`src/rtl/game_sequencer_pkg.sv`:
```
// Shared chess-clock definitions: game-flow states, flag-fall result codes, turn encoding.
package chess_clock_pkg;

    typedef enum logic [1:0] {
        IDLE  = 2'd0,
        RUN   = 2'd1,
        PAUSE = 2'd2,
        FLAG  = 2'd3
    } state_t;

    localparam logic [1:0] LOSER_NONE = 2'b00;
    localparam logic [1:0] LOSER_P1   = 2'b01;
    localparam logic [1:0] LOSER_P2   = 2'b10;

    localparam logic TURN_P1 = 1'b0;
    localparam logic TURN_P2 = 1'b1;

endpackage

```
`src/rtl/game_sequencer_if.sv`:
```
// Button/flag inputs and switch/counter controls between the front-end and the game sequencer.
interface game_sequencer_if #(
    parameter int PRESET_W = 2,
    parameter int MOVE_W   = 8
);
    logic                BTN_P1;
    logic                BTN_P2;
    logic                BTN_START;
    logic                BTN_MODE;
    logic                ZERO_P1;
    logic                ZERO_P2;
    logic                SELECT;
    logic                STOP;
    logic                END;
    logic                LOAD;
    logic [PRESET_W-1:0] PRESET;
    logic                ADD_P1;
    logic                ADD_P2;
    logic [1:0]          LOSER;
    logic [MOVE_W-1:0]   MOVES;

    modport master (
        output BTN_P1, BTN_P2, BTN_START, BTN_MODE, ZERO_P1, ZERO_P2,
        input  SELECT, STOP, END, LOAD, PRESET, ADD_P1, ADD_P2, LOSER, MOVES
    );

    modport slave (
        input  BTN_P1, BTN_P2, BTN_START, BTN_MODE, ZERO_P1, ZERO_P2,
        output SELECT, STOP, END, LOAD, PRESET, ADD_P1, ADD_P2, LOSER, MOVES
    );
endinterface

```
`src/rtl/game_sequencer.sv`:
```
// Chess-clock game-flow controller: IDLE/RUN/PAUSE/FLAG sequencing, preset select,
// increment pulses, full-move count and flag-fall result, all registered.
module game_sequencer
    import chess_clock_pkg::*;
#(
    parameter int PRESET_W = 2,
    parameter int MOVE_W   = 8,
    parameter int INC_EN   = 1
) (
    input  logic                CLK,
    input  logic                CLR,
    game_sequencer_if.slave     bus
);

    localparam logic INC_ON = (INC_EN != 0);

    state_t              state;
    logic                select;
    logic                stop;
    logic                game_end;
    logic                load;
    logic [PRESET_W-1:0] preset;
    logic                add_p1;
    logic                add_p2;
    logic [1:0]          loser;
    logic [MOVE_W-1:0]   moves;

    logic active_zero;
    logic active_press;

    always_comb begin
        active_zero  = (select == TURN_P1) ? bus.ZERO_P1 : bus.ZERO_P2;
        active_press = (select == TURN_P1) ? bus.BTN_P1  : bus.BTN_P2;
    end

    always_ff @(posedge CLK) begin
        if (CLR) begin
            state    <= IDLE;
            select   <= TURN_P1;
            stop     <= 1'b1;
            game_end <= 1'b0;
            load     <= 1'b0;
            preset   <= '0;
            add_p1   <= 1'b0;
            add_p2   <= 1'b0;
            loser    <= LOSER_NONE;
            moves    <= '0;
        end else begin
            load   <= 1'b0;
            add_p1 <= 1'b0;
            add_p2 <= 1'b0;
            unique case (state)
                IDLE: begin
                    if (bus.BTN_START) begin
                        state  <= RUN;
                        load   <= 1'b1;
                        select <= TURN_P1;
                        stop   <= 1'b0;
                        moves  <= '0;
                        loser  <= LOSER_NONE;
                    end else if (bus.BTN_MODE) begin
                        preset <= preset + 1'b1;
                    end
                end
                RUN: begin
                    // Flag beats START, START beats a clock hit in the same cycle.
                    if (active_zero) begin
                        state    <= FLAG;
                        stop     <= 1'b1;
                        game_end <= 1'b1;
                        loser    <= (select == TURN_P1) ? LOSER_P1 : LOSER_P2;
                    end else if (bus.BTN_START) begin
                        state <= PAUSE;
                        stop  <= 1'b1;
                    end else if (active_press) begin
                        if (select == TURN_P1) begin
                            select <= TURN_P2;
                            add_p1 <= INC_ON;
                        end else begin
                            select <= TURN_P1;
                            add_p2 <= INC_ON;
                            if (moves != '1) begin
                                moves <= moves + 1'b1;
                            end
                        end
                    end
                end
                PAUSE: begin
                    if (bus.BTN_START) begin
                        state <= RUN;
                        stop  <= 1'b0;
                    end
                end
                FLAG: begin
                    if (bus.BTN_START) begin
                        state    <= IDLE;
                        game_end <= 1'b0;
                        loser    <= LOSER_NONE;
                    end
                end
                default: state <= IDLE;
            endcase
        end
    end

    assign bus.SELECT = select;
    assign bus.STOP   = stop;
    assign bus.END    = game_end;
    assign bus.LOAD   = load;
    assign bus.PRESET = preset;
    assign bus.ADD_P1 = add_p1;
    assign bus.ADD_P2 = add_p2;
    assign bus.LOSER  = loser;
    assign bus.MOVES  = moves;

endmodule

```
`src/flat_wrapper.sv`:
```
// flat-port wrapper written by rule: the top's interface ports become plain ports
module game_sequencer_flat import chess_clock_pkg::*;
#(
    parameter int PRESET_W = 2,
    parameter int MOVE_W   = 8,
    parameter int INC_EN   = 1
)
  (CLK, CLR, bus_BTN_P1, bus_BTN_P2, bus_BTN_START, bus_BTN_MODE, bus_ZERO_P1, bus_ZERO_P2, bus_SELECT, bus_STOP, bus_END, bus_LOAD, bus_PRESET, bus_ADD_P1, bus_ADD_P2, bus_LOSER, bus_MOVES);
  game_sequencer_if #(.PRESET_W(PRESET_W), .MOVE_W(MOVE_W)) bus_i ();
  input  logic CLK;
  input  logic CLR;
  input wire logic [$bits(bus_i.BTN_P1)-1:0] bus_BTN_P1;
  input wire logic [$bits(bus_i.BTN_P2)-1:0] bus_BTN_P2;
  input wire logic [$bits(bus_i.BTN_START)-1:0] bus_BTN_START;
  input wire logic [$bits(bus_i.BTN_MODE)-1:0] bus_BTN_MODE;
  input wire logic [$bits(bus_i.ZERO_P1)-1:0] bus_ZERO_P1;
  input wire logic [$bits(bus_i.ZERO_P2)-1:0] bus_ZERO_P2;
  output wire logic [$bits(bus_i.SELECT)-1:0] bus_SELECT;
  output wire logic [$bits(bus_i.STOP)-1:0] bus_STOP;
  output wire logic [$bits(bus_i.END)-1:0] bus_END;
  output wire logic [$bits(bus_i.LOAD)-1:0] bus_LOAD;
  output wire logic [$bits(bus_i.PRESET)-1:0] bus_PRESET;
  output wire logic [$bits(bus_i.ADD_P1)-1:0] bus_ADD_P1;
  output wire logic [$bits(bus_i.ADD_P2)-1:0] bus_ADD_P2;
  output wire logic [$bits(bus_i.LOSER)-1:0] bus_LOSER;
  output wire logic [$bits(bus_i.MOVES)-1:0] bus_MOVES;
  assign bus_i.BTN_P1 = bus_BTN_P1;
  assign bus_i.BTN_P2 = bus_BTN_P2;
  assign bus_i.BTN_START = bus_BTN_START;
  assign bus_i.BTN_MODE = bus_BTN_MODE;
  assign bus_i.ZERO_P1 = bus_ZERO_P1;
  assign bus_i.ZERO_P2 = bus_ZERO_P2;
  assign bus_SELECT = bus_i.SELECT;
  assign bus_STOP = bus_i.STOP;
  assign bus_END = bus_i.END;
  assign bus_LOAD = bus_i.LOAD;
  assign bus_PRESET = bus_i.PRESET;
  assign bus_ADD_P1 = bus_i.ADD_P1;
  assign bus_ADD_P2 = bus_i.ADD_P2;
  assign bus_LOSER = bus_i.LOSER;
  assign bus_MOVES = bus_i.MOVES;
  game_sequencer #(.PRESET_W(PRESET_W), .MOVE_W(MOVE_W), .INC_EN(INC_EN)) u_core (.CLK(CLK), .CLR(CLR), .bus(bus_i));
endmodule
```
`config.mk`:
```
export PLATFORM = sky130hd
export DESIGN_NAME = game_sequencer_flat
export DESIGN_NICKNAME = d
export VERILOG_FILES = /design/src/rtl/game_sequencer_pkg.sv /design/src/rtl/game_sequencer_if.sv /design/src/rtl/game_sequencer.sv /design/src/flat_wrapper.sv
export SDC_FILE = /design/constraint.sdc
export NUM_CORES = 1
export LEC_CHECK = 0
export BUFFER_PORTS_ARGS = -buffer_cell sky130_fd_sc_hd__buf_2
export CAP_MARGIN = 0
export CORE_ASPECT_RATIO = 1.75
export CORE_MARGIN = 3
export CORE_UTILIZATION = 47
export CTS_CLUSTER_SIZE = 10
export DETAILED_ROUTE_END_ITERATION = 10
export GPL_ROUTABILITY_DRIVEN = 0
export PLACE_DENSITY = 0.74
export SLEW_MARGIN = 20
export SYNTH_ARGS = -nofsm -noshare
export SYNTH_HDL_FRONTEND = slang
export SYNTH_SLANG_ARGS = --single-unit
```
`constraint.sdc`:
```
create_clock -name CLK -period 1.59 [get_ports CLK]
set_input_delay 0.159 -clock CLK [delete_from_list [all_inputs] [get_ports CLK]]
set_output_delay 0.159 -clock CLK [all_outputs]
set_load 0.1 [all_outputs]
```
==> results.json <==
{
  "buffering_stage_count_on_the_worst_path_with_inverters_included": 1,
  "slowest_delay_ns": 0.54,
  "final_area_sq_um": 1521,
  "finish.net_count": 182,
  "setup_ws_ns": -0.1485,
  "initial_antenna_violation_count": 0,
  "tritoncts_clock_tree": "done",
  "vias_per_cell": 5.875,
  "routedWlPerCell_um": 15.03,
  "maxCapViolations": 0,
  "grt_first_pass_wirelength_um": 4788,
  "synthesis.nets": 141,
  "route.met2.wl_um": 1653,
  "finalWorstPathRequiredPeriod_ns": 1.739,
  "worstSetupPathType": "register to register",
  "fin_skew_ns": 0.002088,
  "place_area_sq_um": 1429,
  "critical_path_required_ns": 1.83,
  "ratio_of_cells_with_drive_above_1_in_the_final_layout": 0.4345,
  "min-delay-path-class": "input pin to register",
  "drt-met1-wl_um": 1014,
  "drv_slew": 0,
  "clock-sinks": 20,
  "top_layer_used": "met4",
  "cell_area_after_synthesis_sq_um": 1095,
  "relSlewSlack": 0.6780,
  "hpwl_after_detailed_placement_um": 2220,
  "setup.worst_path.end_class": "register",
  "achievable-frequency_ghz": 0.5752,
  "antenna-diode-count": 0,
  "power.density_nw_per_um2": 1415,
  "period_utilization": 1.093,
  "worst_setup_hold_path_clk_slew_ns": 0.10,
  "cts_buffers": 3,
  "synthDominantAreaCellType": "sky130_fd_sc_hd__dfxtp_1",
  "clock_path_buffers": 2,
  "leakagePower_uw": 0.0006144,
  "failed_checks": "setup timing",
  "chipWidth_um": 42.49,
  "synth.yosys.warnings": 0,
  "die_h_um": 69.85,
  "number_of_buffers_added_to_fix_hold_violations_after_cts": 0,
  "status": "finished, violations left",
  "totalWireLength_um": 2885,
  "timing_hold_violations_final": 0,
  "area_growth_from_synthesis_to_layout_pct": 38.97,
  "worst_skew_pair.late_latency_ns": 0.31,
  "antenna_violating_nets_post_route": 0,
  "dp_worst_slack_ns": -0.1113,
  "floorplan.rows": 22,
  "floorplan.die_area_sq_um": 2967,
  "drt_pre_antenna_iters": 3,
  "ir_worst_vdd_v": 0.0007123,
  "dr_wl_met3_um": 93,
  "synth.area.top_cells": "sky130_fd_sc_hd__dfxtp_1, sky130_fd_sc_hd__ha_1, sky130_fd_sc_hd__nand2_1, sky130_fd_sc_hd__a21oi_1, sky130_fd_sc_hd__nand3_1",
  "worst_ep_arrival_time_ns": 1.98,
  "start_kind": "register",
  "grt_start_max_net_pins": 21,
  "clk_root_buffer_cell": "sky130_fd_sc_hd__clkbuf_4",
  "syn-mean-instance-area_sq_um": 8.553,
  "timing.critical_path.cells": "inv_4 -> ha_4 -> nor3b_4 -> a2bb2oi_4 -> or4b_4 -> a31oi_4",
  "num_vias": 1128,
  "ios": 26,
  "seq_area_frac_synth": 0.3657,
  "finalSetupViolations": 6,
  "port_buffers": 25,
  "floorplan.initialDensity": 0.5099,
  "proportion_of_netlist_area_held_by_the_largest_area_contributor": 0.3657,
  "netlist-cell-type-count": 40,
  "grt_use_total": 0.2062,
  "first_global_vias": 1117,
  "postSynthRegisterBits": 20,
  "setup_repair_after_global_routing_missed_its_margin": "true",
  "worst-slew-pin-transition_ns": 0.4863,
  "design.core.area_sq_um": 2147,
  "clock_tree.htree_level_count": 1,
  "overflow": 0,
  "worst_path_dominant_cell_family": "simple AND/OR/NAND/NOR gates",
  "remaining_drc_errors": 0,
  "detailedRoute.firstIterationViolations": 21,
  "synthCells": 128,
  "critPathMaxFanout": 6,
  "max_stage_delay_cell_worst_path": "sky130_fd_sc_hd__or4b_4"
}
-- Yosys cell counts, drive strengths merged --
cell and n:
dfxtp 20, nand2 15, a21oi 9, nand3 9, nor2 8, a31oi 7
inv 6, ha 5, clkbuf 4, a211oi 3, mux2i 3, a41oi 2
buf 2, mux2 2, nand2b 2, nand4 2, nor3 2, o211ai 2
o21bai 2, or3 2, or4 2, xor2 2, a21o 1, a22oi 1
a2bb2oi 1, a311oi 1, and3 1, and3b 1, and4b 1, nor2b 1
nor3b 1, nor4b 1, nor4bb 1, o21a 1, o21ai 1, o2bb2ai 1
o31ai 1, o41ai 1, or4b 1
-- final timing paths --
check | start | end | slack [ns] | cells past startpoint
max | u_core.state[0]$_SDFFE_PP0P_ | u_core.bus.MOVES[1]$_SDFFE_PP0P_ | -0.15 | 6
min | bus_BTN_P2 | u_core.bus.ADD_P2$_SDFF_PP0_ | 0.08 | 3
max reg2reg | u_core.state[0]$_SDFFE_PP0P_ | u_core.bus.MOVES[1]$_SDFFE_PP0P_ | -0.15 | 6
min reg2reg | u_core.bus.LOSER[1]$_SDFFE_PP0P_ | u_core.bus.LOSER[1]$_SDFFE_PP0P_ | 0.48 | 2
-- layer usage --
layer / vias up / track usage
met1: 540 / 0.2057
met3: 11 / 0.02078
met4: 0 / 0.1315
met2: 23 / 0.3820
met5: - / 0
li1: 554 / -
-- cells in the final DEF, fill, tap and decap left out, types with 3 or more instances in the layout --
| cell | instances |
|---|---|
| sky130_fd_sc_hd__buf_4 | 17 |
| sky130_fd_sc_hd__inv_1 | 4 |
| sky130_fd_sc_hd__clkbuf_4 | 3 |
| sky130_fd_sc_hd__a211oi_1 | 3 |
| sky130_fd_sc_hd__a31oi_1 | 6 |
| sky130_fd_sc_hd__buf_2 | 25 |
| sky130_fd_sc_hd__nand3_1 | 9 |
| sky130_fd_sc_hd__nor2_1 | 8 |
| sky130_fd_sc_hd__dfxtp_4 | 6 |
| sky130_fd_sc_hd__nand2_1 | 14 |
| sky130_fd_sc_hd__dfxtp_2 | 5 |
| sky130_fd_sc_hd__dfxtp_1 | 9 |
| sky130_fd_sc_hd__ha_4 | 3 |
| sky130_fd_sc_hd__a21oi_1 | 9 |
-- sequential cells by signal (all words and copies together), names as in the netlist --
signal / flops
u_core.bus.LOSER: 2
u_core.bus.PRESET: 2
u_core.bus.ADD_P2: 1
u_core.bus.END: 1
u_core.bus.SELECT: 1
u_core.bus.MOVES: 8
u_core.bus.ADD_P1: 1
u_core.bus.LOAD: 1
u_core.state: 2
u_core.bus.STOP: 1
-- stage by stage --
step	std cells	total power [uW]	hold slack, ns	setup TNS (ns)	util
final	192	2153	0.07831	-0.3319	0.7086
after floorplan	128	1491	0.2901	-0.1464	-
after CTS	191	2111	0.07959	-0.3929	0.6847
after detailed placement	187	1842	0.4130	-0.3681	0.6655
after global placement	187	1818	0.4081	-0.1777	0.6655
after global routing	192	2284	0.08926	-1.091	0.7086
-- power by group --
| group | switching (uW) | leakage, uW | internal (uW) |
|---|---|---|---|
| logic | 771 | 0.000430 | 506 |
| registers | 56.9 | 0.000169 | 566 |
| clock network | 155 | 0.0000150 | 98.3 |
-- tightest hold or removal path, cell delays in order --
cell and delay (ns):
sky130_fd_sc_hd__buf_2 0.10, sky130_fd_sc_hd__nand2_1 0.05, sky130_fd_sc_hd__nor3_1 0.04
-- cell type report --
class	count	area, sq um
fill	179	625.6
timing repair buffer	42	252.7
clock buffer	4	26.28
inverter	6	25.02
tap	24	30.03
sequential	20	429.2
multi-input combinational	96	758.2
-- cell families after synthesis --
kind of cell / Yosys count / share of synthesized area
AO/OA/AOI/OAI: 34 / 0.2149
flip-flops: 20 / 0.3657
XOR/XNOR: 2 / 0.01600
multiplexers: 5 / 0.04800
AND/OR/NAND/NOR: 50 / 0.2491
buffers and inverters: 12 / 0.04913
adder cells (fa/ha/maj): 5 / 0.05714
-- repair_timing --
item / CTS / global route
endpoints found under the hold margin: 0 / 0
setup buffers: 0 / 1
pin swaps: 3 / 6
setup endpoints to repair: 6 / 8
gates resized for setup: 3 / 8
Power figures use the tool's default switching activity.
